===== src/rtl/button_conditioner_if.sv =====
// Raw push-button levels in, conditioned single-cycle game-move pulses out.
// The DUT connects through the slave modport; the driver of the raw levels uses master.
interface button_conditioner_if;
    logic btn_right_raw;
    logic btn_left_raw;
    logic btn_drop_raw;
    logic move_right;
    logic move_left;
    logic drop_piece;

    modport master (
        output btn_right_raw, btn_left_raw, btn_drop_raw,
        input  move_right, move_left, drop_piece
    );

    modport slave (
        input  btn_right_raw, btn_left_raw, btn_drop_raw,
        output move_right, move_left, drop_piece
    );
endinterface


===== src/rtl/button_conditioner.sv =====
// Three-channel push-button front end: 2-flop sync, debounce, press detect, registered pulse.
// Define BUTTON_AUTOREPEAT_EN to add hold-to-repeat on the left/right channels.
module button_conditioner #(
    parameter int DEBOUNCE_CYCLES = 250000,
    parameter int REPEAT_DELAY    = 12500000,
    parameter int REPEAT_PERIOD   = 3750000
) (
    input  logic                clk_25MHz,
    input  logic                rst_n,
    button_conditioner_if.slave btn
);

    localparam int NUM_CH   = 3;
    localparam int CH_RIGHT = 0;
    localparam int CH_LEFT  = 1;
    localparam int CH_DROP  = 2;
    localparam int DB_W     = $clog2(DEBOUNCE_CYCLES);
    localparam logic [DB_W-1:0] DB_LAST = DB_W'(DEBOUNCE_CYCLES - 1);

    if (DEBOUNCE_CYCLES < 2) begin : g_bad_debounce
        $error("DEBOUNCE_CYCLES must be at least 2");
    end
    if (REPEAT_PERIOD < 2) begin : g_bad_period
        $error("REPEAT_PERIOD must be at least 2");
    end
    if (REPEAT_DELAY < 1) begin : g_bad_delay
        $error("REPEAT_DELAY must be at least 1");
    end

    logic [NUM_CH-1:0] raw;
    logic [NUM_CH-1:0] sync1;
    logic [NUM_CH-1:0] sync2;
    logic [NUM_CH-1:0] stable;
    logic [NUM_CH-1:0] stable_nxt;
    logic [NUM_CH-1:0] stable_d;
    logic [NUM_CH-1:0] press;
    logic [DB_W-1:0]   db_cnt     [NUM_CH];
    logic [DB_W-1:0]   db_cnt_nxt [NUM_CH];
    logic [1:0]        rpt_event;
    logic              ev_right;
    logic              ev_left;
    logic              move_right_q;
    logic              move_left_q;
    logic              drop_piece_q;

    assign raw = {btn.btn_drop_raw, btn.btn_left_raw, btn.btn_right_raw};

    // NOTE: every output gets a default before any branch so no path leaves a value held (no latch).
    always_comb begin
        stable_nxt = stable;
        db_cnt_nxt = '{default: '0};
        for (int i = 0; i < NUM_CH; i++) begin
            if (sync2[i] != stable[i]) begin
                if (db_cnt[i] == DB_LAST) begin
                    stable_nxt[i] = sync2[i];
                end else begin
                    db_cnt_nxt[i] = db_cnt[i] + DB_W'(1);
                end
            end
        end
    end

    // NOTE: state uses <= so every flop samples pre-edge values; the counters are plain
    // registers, not memories, so they are all cleared in reset alongside the flops.
    always_ff @(posedge clk_25MHz) begin
        if (!rst_n) begin
            sync1    <= '0;
            sync2    <= '0;
            stable   <= '0;
            stable_d <= '0;
            for (int i = 0; i < NUM_CH; i++) begin
                db_cnt[i] <= '0;
            end
        end else begin
            sync1    <= raw;
            sync2    <= sync1;
            stable   <= stable_nxt;
            stable_d <= stable;
            for (int i = 0; i < NUM_CH; i++) begin
                db_cnt[i] <= db_cnt_nxt[i];
            end
        end
    end

    // Press is the debounced 0->1 transition; releases are deliberately silent.
    assign press = stable & ~stable_d;

`ifdef BUTTON_AUTOREPEAT_EN
    localparam int RPT_MAX = (REPEAT_DELAY > REPEAT_PERIOD) ? REPEAT_DELAY : REPEAT_PERIOD;
    localparam int RPT_W   = $clog2(RPT_MAX);
    localparam logic [RPT_W-1:0] RPT_FIRST = RPT_W'(REPEAT_DELAY - 1);
    localparam logic [RPT_W-1:0] RPT_NEXT  = RPT_W'(REPEAT_PERIOD - 1);

    logic [RPT_W-1:0] rpt_cnt [2];
    logic [1:0]       rpt_armed;

    // Gating with stable_nxt suppresses a repeat on the very edge the release lands.
    always_comb begin
        rpt_event = '0;
        for (int i = 0; i < 2; i++) begin
            rpt_event[i] = rpt_armed[i] & stable_nxt[i] & (rpt_cnt[i] == '0);
        end
    end

    always_ff @(posedge clk_25MHz) begin
        if (!rst_n) begin
            rpt_armed <= '0;
            for (int i = 0; i < 2; i++) begin
                rpt_cnt[i] <= '0;
            end
        end else begin
            for (int i = 0; i < 2; i++) begin
                if (!stable_nxt[i]) begin
                    rpt_armed[i] <= 1'b0;
                    rpt_cnt[i]   <= '0;
                end else if (press[i]) begin
                    rpt_armed[i] <= 1'b1;
                    rpt_cnt[i]   <= RPT_FIRST;
                end else if (rpt_armed[i]) begin
                    if (rpt_cnt[i] == '0) begin
                        rpt_cnt[i] <= RPT_NEXT;
                    end else begin
                        rpt_cnt[i] <= rpt_cnt[i] - RPT_W'(1);
                    end
                end
            end
        end
    end
`else
    assign rpt_event = '0;
`endif

    // Simultaneous left and right events cancel each other; drop is independent.
    assign ev_right = press[CH_RIGHT] | rpt_event[CH_RIGHT];
    assign ev_left  = press[CH_LEFT]  | rpt_event[CH_LEFT];

    always_ff @(posedge clk_25MHz) begin
        if (!rst_n) begin
            move_right_q <= 1'b0;
            move_left_q  <= 1'b0;
            drop_piece_q <= 1'b0;
        end else begin
            move_right_q <= ev_right & ~ev_left;
            move_left_q  <= ev_left & ~ev_right;
            drop_piece_q <= press[CH_DROP];
        end
    end

    assign btn.move_right = move_right_q;
    assign btn.move_left  = move_left_q;
    assign btn.drop_piece = drop_piece_q;

endmodule


===== src/flat_wrapper.sv =====
// flat-port wrapper written by rule: the top's interface ports become plain ports
module button_conditioner_flat 
#(
    parameter int DEBOUNCE_CYCLES = 250000,
    parameter int REPEAT_DELAY    = 12500000,
    parameter int REPEAT_PERIOD   = 3750000
)
  (clk_25MHz, rst_n, btn_btn_right_raw, btn_btn_left_raw, btn_btn_drop_raw, btn_move_right, btn_move_left, btn_drop_piece);
  button_conditioner_if btn_i ();
  input  logic clk_25MHz;
  input  logic rst_n;
  input wire logic [$bits(btn_i.btn_right_raw)-1:0] btn_btn_right_raw;
  input wire logic [$bits(btn_i.btn_left_raw)-1:0] btn_btn_left_raw;
  input wire logic [$bits(btn_i.btn_drop_raw)-1:0] btn_btn_drop_raw;
  output wire logic [$bits(btn_i.move_right)-1:0] btn_move_right;
  output wire logic [$bits(btn_i.move_left)-1:0] btn_move_left;
  output wire logic [$bits(btn_i.drop_piece)-1:0] btn_drop_piece;
  assign btn_i.btn_right_raw = btn_btn_right_raw;
  assign btn_i.btn_left_raw = btn_btn_left_raw;
  assign btn_i.btn_drop_raw = btn_btn_drop_raw;
  assign btn_move_right = btn_i.move_right;
  assign btn_move_left = btn_i.move_left;
  assign btn_drop_piece = btn_i.drop_piece;
  button_conditioner #(.DEBOUNCE_CYCLES(DEBOUNCE_CYCLES), .REPEAT_DELAY(REPEAT_DELAY), .REPEAT_PERIOD(REPEAT_PERIOD)) u_core (.clk_25MHz(clk_25MHz), .rst_n(rst_n), .btn(btn_i));
endmodule

===== config.mk =====
export PLATFORM = sky130hd
export DESIGN_NAME = button_conditioner_flat
export DESIGN_NICKNAME = d
export VERILOG_FILES = /design/src/rtl/button_conditioner_if.sv /design/src/rtl/button_conditioner.sv /design/src/flat_wrapper.sv
export SDC_FILE = /design/constraint.sdc
export NUM_CORES = 1
export LEC_CHECK = 0
export ABC_CLOCK_PERIOD_IN_PS = 2700
export CORE_MARGIN = 3
export CORE_UTILIZATION = 60
export DETAILED_ROUTE_END_ITERATION = 8
export HOLD_SLACK_MARGIN = 0.03
export PLACE_DENSITY = 0.76
export SLEW_MARGIN = 30
export SYNTH_ARGS = -nofsm -noshare
export SYNTH_HDL_FRONTEND = slang
export SYNTH_SLANG_ARGS = --single-unit

===== constraint.sdc =====
create_clock -name clk_25MHz -period 2.7 [get_ports clk_25MHz]
set_clock_uncertainty 0.15 [all_clocks]
set_input_delay 0.675 -clock clk_25MHz [delete_from_list [all_inputs] [get_ports clk_25MHz]]
set_output_delay 0.675 -clock clk_25MHz [all_outputs]
set_load 0.02 [all_outputs]

# Yosys cells after proc, flatten, opt, wreduce, memory -nomap -nowiden
# Memory sizes are Yosys's and may differ from the RTL's.
# Cells that the tools add are included.
[classes]
n_reduce_logical = 3
bitwise_logic = 9
add_sub_neg = 3
mux = 11
n_eq_ne = 6
[op_table]
columns = ["op", "n"]
rows = [
  ["two-way mux 18 bit", 9],
  ["adder 18 x 1 -> 18 bit, second input constant", 3],
  ["equality test 18 bit, second input constant", 3],
  ["AND reduction 2 bit", 3],
  ["bitwise AND 3 bit", 1],
  ["!= test 1 bit", 3],
  ["inverter 3 bit", 1],
  ["OR 1 bit", 3],
  ["bitwise AND 1 bit", 2],
  ["two-way mux 1 bit", 2],
  ["inverter 1 bit", 2],
]
[totals]
ff_bits = 15
ram_bits = 54
n_memories = 1
out_inout_bits = 3
[memory_table]
columns = ["memory", "depth", "word_bits", "read_ports", "rd_clocked_by_memory_dff", "write_ports", "line_no", "text"]
rows = [
  ["u_core.db_cnt", 3, 18, 3, 0, 3, "button_conditioner.sv:37", "logic [DB_W-1:0] db_cnt [NUM_CH];"],
]

# Depth between registers and ports, before layout
# An unclocked memory read counts as a cell.
[depth]
depth_word = 5
mapped_depth = 6

# Worst setup path before layout
# No wires, ideal clock.
[synth_path]
path_type = "register to register"
from = "memory u_core.db_cnt[0][18] (netlist bit)"
to = "memory u_core.db_cnt[0][27] (netlist bit)"
path_slack_ns = 0.658
path_buffers = 1
stages_incl_launch_ff = 7
arrival_ns = 1.777
required_time_ns = 2.435
setup_ns = 0.115
path_cell_list = "dfxtp_1 ha_1 nand3_1 or4_4 o211ai_4 buf_4 nor2_1"
[synth_lines]
columns = ["element", "line_no"]
rows = [
  ["start: declaration", "button_conditioner.sv:37"],
]

==> results.sh <==
export IMPL_dp_slack_ns=0.491
export IMPL_ios=8
export IMPL_cts_inserted_buffers=9
export IMPL_hpwl_mm=3.51
export IMPL_overflow=0
export IMPL_synth_cells=325
export IMPL_final_hold_violation_count=0
export IMPL_syn_to_final_growth_pct=10.8
export IMPL_rsz0062_at_grt="false"
export IMPL_cap_viol_max_count=0
export IMPL_cts_setup_buffers=0
export IMPL_path_clk_slew_ns=0.07
export IMPL_drv_slew=0
export IMPL_worst_setup_path_end_kind="flop"
export IMPL_synth_edf_count=0
export IMPL_detail_route_iter0_violations=128
export IMPL_drc=0
export IMPL_path_depth=4
export IMPL_insertion_delay_ns=0.33
export IMPL_synth_ff_latch_count=69
export IMPL_outcome="finished, final reports clean"
export IMPL_initial_utilization_pct=64.4
export IMPL_die_area_um2=5740
export IMPL_grt_max_degree=19
export IMPL_r2r_cells=4
export IMPL_yosys_area_top_type="dfxtp_1"
export IMPL_vias_per_cell=5.34
export IMPL_cts_hold_buf=0
export IMPL_cp_num_buf_inv=0
export IMPL_maxSlewHeadroom_pct=36.4
export IMPL_rows=24
export IMPL_chipWidth_um=75.8
export IMPL_r2r_end="u_core.db_cnt[0][14]"
export IMPL_grt_pass1_vias=2021
export IMPL_yosys_most_used_dff="dfxtp_1"
export IMPL_detail_route_antenna_nets=0
export IMPL_crit_fanout=18
export IMPL_dr_total_vias=2202
export IMPL_netlist_top_cells_area="dfxtp_1 (47%), xnor2_1 (9.9%), nor2_1 (7.3%)"
export IMPL_p_leak_uw=0.000974
export IMPL_endpoint="u_core.db_cnt[0][14]"
export IMPL_tritoncts="yes"
export IMPL_antenna_found_initial=0
export IMPL_ir_worst_vdd_mv=0.432
export IMPL_synth_fp_nets=333
export IMPL_gp_congestion=0.823
export IMPL_critPathLaunch="u_core.db_cnt[0][8]"
export IMPL_holdCritPathClass="reg2reg"
export IMPL_cp_arrival_ns=2.24
export IMPL_powerDensity_nw_per_um2=542
export IMPL_grt_pass1_wl_mm=8.91
export IMPL_setup_viol=0
export IMPL_die_h_um=75.8
export IMPL_holdPathStages=1
export IMPL_drt_first_pass_iters=4
export IMPL_critical_path_top_delay_family="compound AO/OA/AOI/OAI gates"
export IMPL_io_buffers=7
export IMPL_max_stage_delay_ns=0.94
export IMPL_drive_above_1_share_pct=7.49
export IMPL_yosys_cell_types_count=33
export IMPL_syn_area_um2=2920
export IMPL_synth_most_common_cell="dfxtp_1"
export IMPL_ctsResizeCount=0
export IMPL_finalWorstPathRequiredPeriod_ns=2.20
export IMPL_required_ns=2.74
export IMPL_yosysSeqAreaShare_pct=47.3
export IMPL_floorplan_core_area_um2=4530
export IMPL_worstMarginPinSlew_ns=0.950
export IMPL_layout_setup_ws_ns=0.502
export IMPL_cts_htree_levels=3
export IMPL_ys_warn_count=0
export IMPL_clock_path_buffers=2
export IMPL_tns_ns=0
export IMPL_drt_total_wl_mm=5.03
export IMPL_reg2reg_from="u_core.db_cnt[0][8]"
export IMPL_cp_cell_sequence="nor4_1 -> nand4_1 -> o41ai_4 -> nor2_1"
export IMPL_worst_path_max_delay_cell="o41ai_4"
export IMPL_cts_sinks=69
export IMPL_async_reset_ff_share_pct=0
export IMPL_synth_area_per_cell_um2=8.98
export IMPL_critical_path_class="reg2reg"
export IMPL_cp_start_kind="flop"
export IMPL_layout_nets=350
export IMPL_drt_wirelength_per_cell_um=12.2
export IMPL_cts_root_buf="clkbuf_8"
export IMPL_timing_fmax_mhz=455
export IMPL_diodes=0
export IMPL_synthTopCellsByCount="dfxtp_1 (69), nor2_1 (57), xnor2_1 (33)"
export IMPL_power_uw=1750
export IMPL_gr_usage_all_layers_pct=20.3
export IMPL_period_share_pct=81.4
export IMPL_r2r_slack_ns=0.50
export IMPL_netlist_area_leader_share_pct=47.3
-- state kept, by name, summed over array words and instances (netlist names) --
name,count
u_core.btn.move_right,1
u_core.stable_d,3
u_core.sync2,3
u_core.stable,3
u_core.sync1,3
u_core.db_cnt,54
u_core.btn.move_left,1
u_core.btn.drop_piece,1
-- kinds of logic after synthesis --
| kind of cell | synth area share [%] |
|---|---|
| AND/OR/NAND/NOR | 30.0 |
| flip-flops | 47.3 |
| XOR/XNOR | 12.9 |
| AO/OA/AOI/OAI | 5.44 |
| buffers and inverters | 2.36 |
| adder cells (fa/ha/maj) | 1.29 |
| multiplexers | 0.686 |
-- cell usage in the layout (no fill, tap or decap), types with 3 or more instances in the layout --
master	synthesis	layout
clkdlybuf4s50_1	0	7
nand2_1	22	22
clkbuf_8	0	9
nand4_1	12	12
clkinv_2	0	5
a21oi_1	8	8
ha_1	3	3
o31ai_1	3	3
buf_4	2	3
dfxtp_1	69	69
nand3_1	18	18
nor4_1	17	17
or4_1	4	4
o21ai_0	7	7
xor2_1	10	10
inv_1	12	12
nor3_1	12	12
xnor2_1	33	33
and2_1	10	10
or3_1	5	5
and3_1	3	3
nor2_1	57	57
-- layout make-up --
type | count | area [um^2]
clock buffers | 9 | 124
clock inverters | 7 | 42.5
fillers | 377 | 1300
inverters | 12 | 45.0
multi-input cells | 240 | 1470
flip-flops and latches | 69 | 1380
well taps | 65 | 81.3
repair buffers | 10 | 92.6
-- how the worst min path moves through the flow --
stage | startpoint | to | slack, ns
6_report | u_core.stable_d[2] | u_core.btn.drop_piece | 0.24
5_1_grt | u_core.stable_d[2] | u_core.btn.drop_piece | 0.26
4_1_cts | u_core.stable_d[2] | u_core.btn.drop_piece | 0.25
3_5_place_dp | u_core.stable_d[2] | u_core.btn.drop_piece | 0.24
3_3_place_gp | u_core.stable_d[2] | u_core.btn.drop_piece | 0.22
2_1_floorplan | u_core.stable_d[2] | u_core.btn.drop_piece | 0.22
-- power by group --
group,switching (uW),total [uW],leakage (uW),internal (uW)
combinational,12.9,24.7,0.000324,11.8
clock,375,702,0.0000925,327
sequential,3.16,1030,0.000557,1020
-- per-layer routing --
layer / part of all wire (%) / GRT usage, %
met3: 3.6 / 5.94
met1: 50 / 26.1
met5: 0 / 0
met4: 1.1 / 7.96
met2: 45 / 31.9
-- metrics by stage --
stage               util [%]  instances  hold WS [ns]  area (um^2)
floorplan                  -        325         0.218         2920
global placement        67.7        396         0.219         3070
detailed placement      67.7        396         0.235         3070
CTS                     71.4        412         0.246         3240
global route            71.4        412         0.261         3240
finish                  71.4        412         0.243         3240
(Power assumes the default switching activity.)
